### src/rtl/stream_demux_pkg.sv
// stream_demux_pkg
//   Shared types and helpers for the stream_demux_n block: the packet-level
//   FSM state encoding, the routing-mode constants and the round-robin
//   pointer increment with wrap at the channel count.
package stream_demux_pkg;

  // Packet-level state of the demux front end.
  typedef enum logic [1:0] {
    ST_IDLE = 2'd0,
    ST_FWD  = 2'd1,
    ST_DROP = 2'd2
  } state_e;

  // Routing modes, sampled on the first beat of each packet.
  localparam logic MODE_SEL = 1'b0;
  localparam logic MODE_RR  = 1'b1;

  // Widest channel index needed (N_OUT up to 16 plus headroom for the count).
  localparam int SEL_MAX_W = 5;

  // Next round-robin pointer: wraps to 0 after channel n_out-1, so channel
  // counts that are not a power of two rotate correctly.
  function automatic logic [SEL_MAX_W-1:0] rr_inc(
    input logic [SEL_MAX_W-1:0] ptr,
    input logic [SEL_MAX_W-1:0] n_out
  );
    logic [SEL_MAX_W-1:0] nxt;
    if (ptr == (n_out - 5'd1)) begin
      nxt = 5'd0;
    end else begin
      nxt = ptr + 5'd1;
    end
    return nxt;
  endfunction

endpackage

### src/rtl/stream_demux_n_out_reg.sv
// demux_out_reg
//   One-entry output register slice for a single demux channel.
//   Ports:
//     clk, rst_n   clock, synchronous active-low reset
//     load_i       capture data_i/last_i this cycle (only when free_o)
//     data_i       beat data to capture
//     last_i       beat is the last of its packet
//     m_ready_i    downstream consumer ready
//     m_valid_o    register holds a beat
//     m_data_o     held beat data (holds last value when empty)
//     m_last_o     held beat last flag
//     free_o       slot can accept a beat this cycle (empty or draining)
module demux_out_reg
  import stream_demux_pkg::*;
#(
  parameter int DATA_W = 8
) (
  input  logic              clk,
  input  logic              rst_n,
  input  logic              load_i,
  input  logic [DATA_W-1:0] data_i,
  input  logic              last_i,
  input  logic              m_ready_i,
  output logic              m_valid_o,
  output logic [DATA_W-1:0] m_data_o,
  output logic              m_last_o,
  output logic              free_o
);

  logic              valid_q;
  logic [DATA_W-1:0] data_q;
  logic              last_q;

  // Slot register: a load while draining replaces the beat with no bubble.
  always_ff @(posedge clk) begin
    if (!rst_n) begin
      valid_q <= 1'b0;
      data_q  <= '0;
      last_q  <= 1'b0;
    end else if (load_i) begin
      valid_q <= 1'b1;
      data_q  <= data_i;
      last_q  <= last_i;
    end else if (m_ready_i) begin
      valid_q <= 1'b0;
      last_q  <= 1'b0;
    end
  end

  assign free_o    = !valid_q || m_ready_i;
  assign m_valid_o = valid_q;
  assign m_data_o  = data_q;
  assign m_last_o  = last_q;

endmodule

### src/rtl/stream_demux_n.sv
// stream_demux_n
//   Registered 1-to-N_OUT packet demultiplexer. Whole packets are routed to
//   one channel chosen at packet start, either from s_sel (mode=0) or by a
//   round-robin pointer (mode=1). Packets with an out-of-range select are
//   consumed and dropped, flagged by a one-cycle err_sel pulse.
//   Ports:
//     clk, rst_n             clock, synchronous active-low reset
//     mode                   0 = select-directed, 1 = round-robin
//     s_data/s_sel/s_valid/s_last/s_ready   input stream
//     m_data/m_valid/m_last/m_ready         N_OUT output streams, channel k
//                                           data at [k*DATA_W +: DATA_W]
//     cur_ch                 packet channel, or next round-robin target idle
//     busy                   packet in progress (forwarding or dropping)
//     err_sel                pulse on the first beat of a dropped packet
module stream_demux_n
  import stream_demux_pkg::*;
#(
  parameter int DATA_W = 8,
  parameter int N_OUT  = 4,
  parameter int SEL_W  = $clog2(N_OUT)
) (
  input  logic                    clk,
  input  logic                    rst_n,
  input  logic                    mode,
  input  logic [DATA_W-1:0]       s_data,
  input  logic [SEL_W-1:0]        s_sel,
  input  logic                    s_valid,
  input  logic                    s_last,
  output logic                    s_ready,
  output logic [N_OUT*DATA_W-1:0] m_data,
  output logic [N_OUT-1:0]        m_valid,
  output logic [N_OUT-1:0]        m_last,
  input  logic [N_OUT-1:0]        m_ready,
  output logic [SEL_W-1:0]        cur_ch,
  output logic                    busy,
  output logic                    err_sel
);

  // Channel count in a width that can hold N_OUT itself for range checks.
  localparam logic [SEL_W:0] N_OUT_L = (SEL_W + 1)'(N_OUT);

  state_e           state_q, state_d;
  logic [SEL_W-1:0] rr_ptr_q, rr_ptr_d;
  logic [SEL_W-1:0] cur_ch_q, cur_ch_d;
  logic             mode_q, mode_d;
  logic             err_sel_q, err_sel_d;

  logic [SEL_W-1:0] target_s;
  logic             tgt_ok_s;
  logic             tgt_free_s;
  logic             cur_free_s;
  logic             s_ready_s;
  logic             accept_s;
  logic             load_en_s;
  logic [SEL_W-1:0] load_ch_s;
  logic [N_OUT-1:0] load_s;
  logic [N_OUT-1:0] free_s;

  // Packet-start target and whether it names a real channel.
  always_comb begin
    target_s = s_sel;
    tgt_ok_s = 1'b0;
    if (mode == MODE_RR) begin
      target_s = rr_ptr_q;
      tgt_ok_s = 1'b1;
    end else begin
      target_s = s_sel;
      tgt_ok_s = ({1'b0, s_sel} < N_OUT_L);
    end
  end

  // Free status of the start target and of the in-flight channel; an
  // out-of-range index simply matches no channel.
  always_comb begin
    tgt_free_s = 1'b0;
    cur_free_s = 1'b0;
    for (int k = 0; k < N_OUT; k++) begin
      tgt_free_s = tgt_free_s | (free_s[k] & (SEL_W'(k) == target_s));
      cur_free_s = cur_free_s | (free_s[k] & (SEL_W'(k) == cur_ch_q));
    end
  end

  // Input ready: a packet being dropped, or one starting with a bad select,
  // is always consumed.
  always_comb begin
    s_ready_s = 1'b0;
    case (state_q)
      ST_IDLE: s_ready_s = tgt_ok_s ? tgt_free_s : 1'b1;
      ST_FWD:  s_ready_s = cur_free_s;
      ST_DROP: s_ready_s = 1'b1;
      default: s_ready_s = 1'b0;
    endcase
  end

  assign accept_s = s_valid && s_ready_s;

  // Next-state, channel latch, round-robin advance and slot load selection.
  always_comb begin
    state_d   = state_q;
    rr_ptr_d  = rr_ptr_q;
    cur_ch_d  = cur_ch_q;
    mode_d    = mode_q;
    err_sel_d = 1'b0;
    load_en_s = 1'b0;
    load_ch_s = cur_ch_q;
    case (state_q)
      ST_IDLE: begin
        if (accept_s) begin
          if (tgt_ok_s) begin
            load_en_s = 1'b1;
            load_ch_s = target_s;
            cur_ch_d  = target_s;
            mode_d    = mode;
            if (s_last) begin
              // Single-beat packet completes here.
              if (mode == MODE_RR) begin
                rr_ptr_d = SEL_W'(rr_inc(5'(rr_ptr_q), 5'(N_OUT)));
              end else begin
                rr_ptr_d = rr_ptr_q;
              end
            end else begin
              state_d = ST_FWD;
            end
          end else begin
            err_sel_d = 1'b1;
            if (s_last) begin
              state_d = ST_IDLE;
            end else begin
              state_d = ST_DROP;
            end
          end
        end else begin
          state_d = ST_IDLE;
        end
      end
      ST_FWD: begin
        if (accept_s) begin
          load_en_s = 1'b1;
          load_ch_s = cur_ch_q;
          if (s_last) begin
            state_d = ST_IDLE;
            if (mode_q == MODE_RR) begin
              rr_ptr_d = SEL_W'(rr_inc(5'(rr_ptr_q), 5'(N_OUT)));
            end else begin
              rr_ptr_d = rr_ptr_q;
            end
          end else begin
            state_d = ST_FWD;
          end
        end else begin
          state_d = ST_FWD;
        end
      end
      ST_DROP: begin
        if (accept_s && s_last) begin
          state_d = ST_IDLE;
        end else begin
          state_d = ST_DROP;
        end
      end
      default: begin
        state_d = ST_IDLE;
      end
    endcase
  end

  // Control registers.
  always_ff @(posedge clk) begin
    if (!rst_n) begin
      state_q   <= ST_IDLE;
      rr_ptr_q  <= '0;
      cur_ch_q  <= '0;
      mode_q    <= MODE_SEL;
      err_sel_q <= 1'b0;
    end else begin
      state_q   <= state_d;
      rr_ptr_q  <= rr_ptr_d;
      cur_ch_q  <= cur_ch_d;
      mode_q    <= mode_d;
      err_sel_q <= err_sel_d;
    end
  end

  // One output slot per channel.
  for (genvar k = 0; k < N_OUT; k++) begin : g_ch
    assign load_s[k] = load_en_s && (load_ch_s == SEL_W'(k));

    demux_out_reg #(
      .DATA_W (DATA_W)
    ) u_out_reg (
      .clk       (clk),
      .rst_n     (rst_n),
      .load_i    (load_s[k]),
      .data_i    (s_data),
      .last_i    (s_last),
      .m_ready_i (m_ready[k]),
      .m_valid_o (m_valid[k]),
      .m_data_o  (m_data[k*DATA_W +: DATA_W]),
      .m_last_o  (m_last[k]),
      .free_o    (free_s[k])
    );
  end

  assign s_ready = s_ready_s;
  assign busy    = (state_q != ST_IDLE);
  // While idle, report where the next round-robin packet would go.
  assign cur_ch  = (state_q == ST_IDLE) ? rr_ptr_q : cur_ch_q;
  assign err_sel = err_sel_q;

endmodule

### config.mk
export PLATFORM = sky130hd
export DESIGN_NAME = stream_demux_n
export DESIGN_NICKNAME = d
export VERILOG_FILES = /design/src/rtl/stream_demux_pkg.sv /design/src/rtl/stream_demux_n_out_reg.sv /design/src/rtl/stream_demux_n.sv
export SDC_FILE = /design/constraint.sdc
export NUM_CORES = 1
export LEC_CHECK = 0
export ABC_AREA = 0
export BUFFER_PORTS_ARGS = -buffer_cell sky130_fd_sc_hd__buf_2
export CAP_MARGIN = 40
export CORE_AREA = 5 5 62 119
export CTS_CLUSTER_SIZE = 16
export DETAILED_ROUTE_END_ITERATION = 12
export DIE_AREA = 0 0 67 124
export GPL_ROUTABILITY_DRIVEN = 1
export PLACE_DENSITY = 0.6
export SLEW_MARGIN = 40
export SYNTH_ARGS = -nofsm -noshare
export SYNTH_HDL_FRONTEND = slang
export SYNTH_SLANG_ARGS = --single-unit
### constraint.sdc
create_clock -name clk -period 4.3 [get_ports clk]
set_input_delay 0.645 -clock clk [delete_from_list [all_inputs] [get_ports clk]]
set_output_delay 0.645 -clock clk [all_outputs]
set_load 0.01 [all_outputs]
==> reports/metrics.csv <==
metric,value,unit
clock_skew,0.004540,ns
arrival,2.98,ns
die_x,67,um
yosys-top-cells-area,"dfxtp_1 44%, mux2i_1 19%, nand2_1 8.6%",
hold_viol_final,0,
hold_path.class,reg2reg,
p_int,724.9,uW
finalSetupViolCount,0,
min_from,g_ch[1].u_out_reg.m_data_o[6],
peakVddDrop,0.3050,mV
route.detailed.drc,0,
r2r_start,rr_ptr_q[1],
cts_buffers,5,
yosys.area.top_type,dfxtp_1,
cts-root-buf,clkbuf_16,
grt_pass1_vias,1700,
tightest_slew,0.7871,ns
fin_crit,2.759,ns
worstSetupStartpointType,input port,
run_status,finished clean,
grt_max_degree,59,
setup_tns,0,ns
clkTransAtPathRegs,0.06,ns
grt.total_usage,0.1350,
critPathTopFamily,compound AO/OA/AOI/OAI gates,
switching_share,0.2547,
min_to,g_ch[1].u_out_reg.m_data_o[6],
cts-resized-gates,0,
area_growth,19.94,%
cp_max_fo,11,
worstSkewPairLatency,0.29,ns
diodes,0,
cp.depth,7,
synth_area,2140,sq um
wire_per_inst,14.54,um
cts_tree,built,
viasPerCell,4.559,
reg2regPathDepth,6,
ant_nets,0,
final_cell_mix,"61 x buf_2, 49 x nand2_1, 47 x dfxtp_1",
fmax,362.4,MHz
cts.sinks,47,
drv_slew,0,
pwr-share-comb,0.129,
drt-pass1-iter-count,3,
cp.required,4.52,ns
cts_hold_buf,0,
drtIter0Drc,45,
path_cells,buf_2 -> mux2i_2 -> nand3b_1 -> o22ai_2 -> or3b_1 -> a21oi_2 -> mux2i_1,
place.gp.congestion,0.7087,
critical_path.slowest_cell,a21oi_2,
cts_buffer_depth,2,
fin_nets,282,
pwr-share-clk,0.389,
yosysUniqueCellTypes,32,
min_path_cells,2,
fp.dieArea,8308,sq um
ios,64,
yosysWarningCount,0,
reg2reg_slack,1.76,ns
layout_commonest_cell,buf_2,
cap_violations,0,
via_count,1591,
grt_overflow,0,
synth_edf_count,0,
slew-limit-headroom,0.4753,
yosysSeqAreaShare,0.4398,
p_switching,247.8,uW
drive_gt1_frac,0.3270,
cpPeakStageDelay,0.65,ns
leakagePower,0.001111,uW
syn_inst,213,
htreeDepth,2,
rsz0062_at_grt,no,
die_h,124,um
syn_nets,233,
row_count,41,
ys.flop_type,dfxtp_1,
powerDensity,379.1,nW/um^2
avgSynthCellArea,10.04,sq um
path_class,in2reg,
synth_top_area_frac,0.4398,
core_area,6310,sq um
post_cts_buffers,0,
period_share,0.6417,
worstSetupEndpointType,flop,
timing.rr.end,g_ch[2].u_out_reg.m_data_o[0],
total_power,972.7,uW
wl,5075,um
ys_seq_elements,47,
portBuffers,62,
p_seq_frac,0.482,
dp_hpwl,3836,um
start_util,0.3391,
critPathBufInv,1,
async_flop_share,0,
antenna_found_initial,0,
grt_pass1_wl,8176,um
layer usage:
metal	vias up	part of all wire	track usage
li1	813	-	-
met2	35	0.56	0.2452
met3	8	0.047	0.03700
met5	-	0	0
met4	0	0.024	0.07624
met1	735	0.37	0.1324
how the worst max path moves through the flow:
stage                                    end  start  slack (ns)
2_1_floorplan  g_ch[2].u_out_reg.m_data_o[5]   mode        1.99
3_3_place_gp   g_ch[1].u_out_reg.m_data_o[3]   mode        1.25
6_report       g_ch[2].u_out_reg.m_data_o[0]   mode        1.54
3_5_place_dp      g_ch[0].u_out_reg.m_last_o   mode        1.23
4_1_cts        g_ch[1].u_out_reg.m_data_o[3]   mode        1.52
5_1_grt        g_ch[1].u_out_reg.m_data_o[1]   mode        1.32
through the flow:
stage / worst slack (ns) / instances / hold slack, ns / util / instance area, sq um
2_1_floorplan: 1.988 / 213 / 0.4620 / - / 2140
3_3_place_gp: 1.250 / 341 / 0.4419 / 0.3833 / 2419
3_5_place_dp: 1.227 / 341 / 0.4441 / 0.3837 / 2421
4_1_cts: 1.516 / 349 / 0.4555 / 0.4067 / 2566
5_1_grt: 1.316 / 349 / 0.4777 / 0.4067 / 2566
6_report: 1.541 / 349 / 0.4525 / 0.4067 / 2566
cell families (layout without fill, tap and decap cells):
family	after synthesis	count (layout)	share of synthesized area
adder cells (fa/ha/maj)	1	1	0.005847
AO/OA/AOI/OAI	19	19	0.06842
flip-flops	47	47	0.4398
buffers and inverters	23	73	0.07193
multiplexers	48	48	0.2497
AND/OR/NAND/NOR	74	74	0.1626
other	1	1	0.001753
Yosys cell counts (3+ instances only):
library cell   n
o21ai_0        3
dfxtp_1       47
nor2_1         5
buf_6          4
mux2i_1       40
o21a_1         6
nand3b_1       7
a21oi_2        3
clkbuf_1       7
buf_4         10
nand2_1       49
nor2b_1        5
sequential cells by signal (all words and copies together) (netlist names):
name / cells
mode_q: 1
g_ch.u_out_reg.m_last_o: 4
g_ch.u_out_reg.m_valid_o: 4
state_q: 2
cur_ch_q: 2
g_ch.u_out_reg.m_data_o: 32
rr_ptr_q: 2
power groups by stage:
stage          combinational [uW]  sequential [uW]  clock (uW)
6_report                      126              469         378
5_1_grt                       139              472         409
4_1_cts                       128              470         392
3_5_place_dp                  128              479           0
3_3_place_gp                  127              480           0
2_1_floorplan                90.1              482           0
cell type report:
type / count / area (sq um)
Timing Repair Buffer: 63 / 320.3
Clock buffer: 5 / 125.1
Multi-Input combinational cell: 143 / 1045
Sequential cell: 47 / 940.9
Fill cell: 654 / 3744
Clock inverter: 3 / 20.02
Tap cell: 86 / 107.6
Inverter: 2 / 7.507
worst register-to-register path: stages, from the launching register on:
cell and delay [ns]:
dfxtp_1 0.35, mux2i_2 0.40, nand3b_1 0.21, o22ai_2 0.18
or3b_1 0.41, a21oi_2 0.65, mux2i_1 0.27
Note: power is estimated with default switching activity, not from simulation.
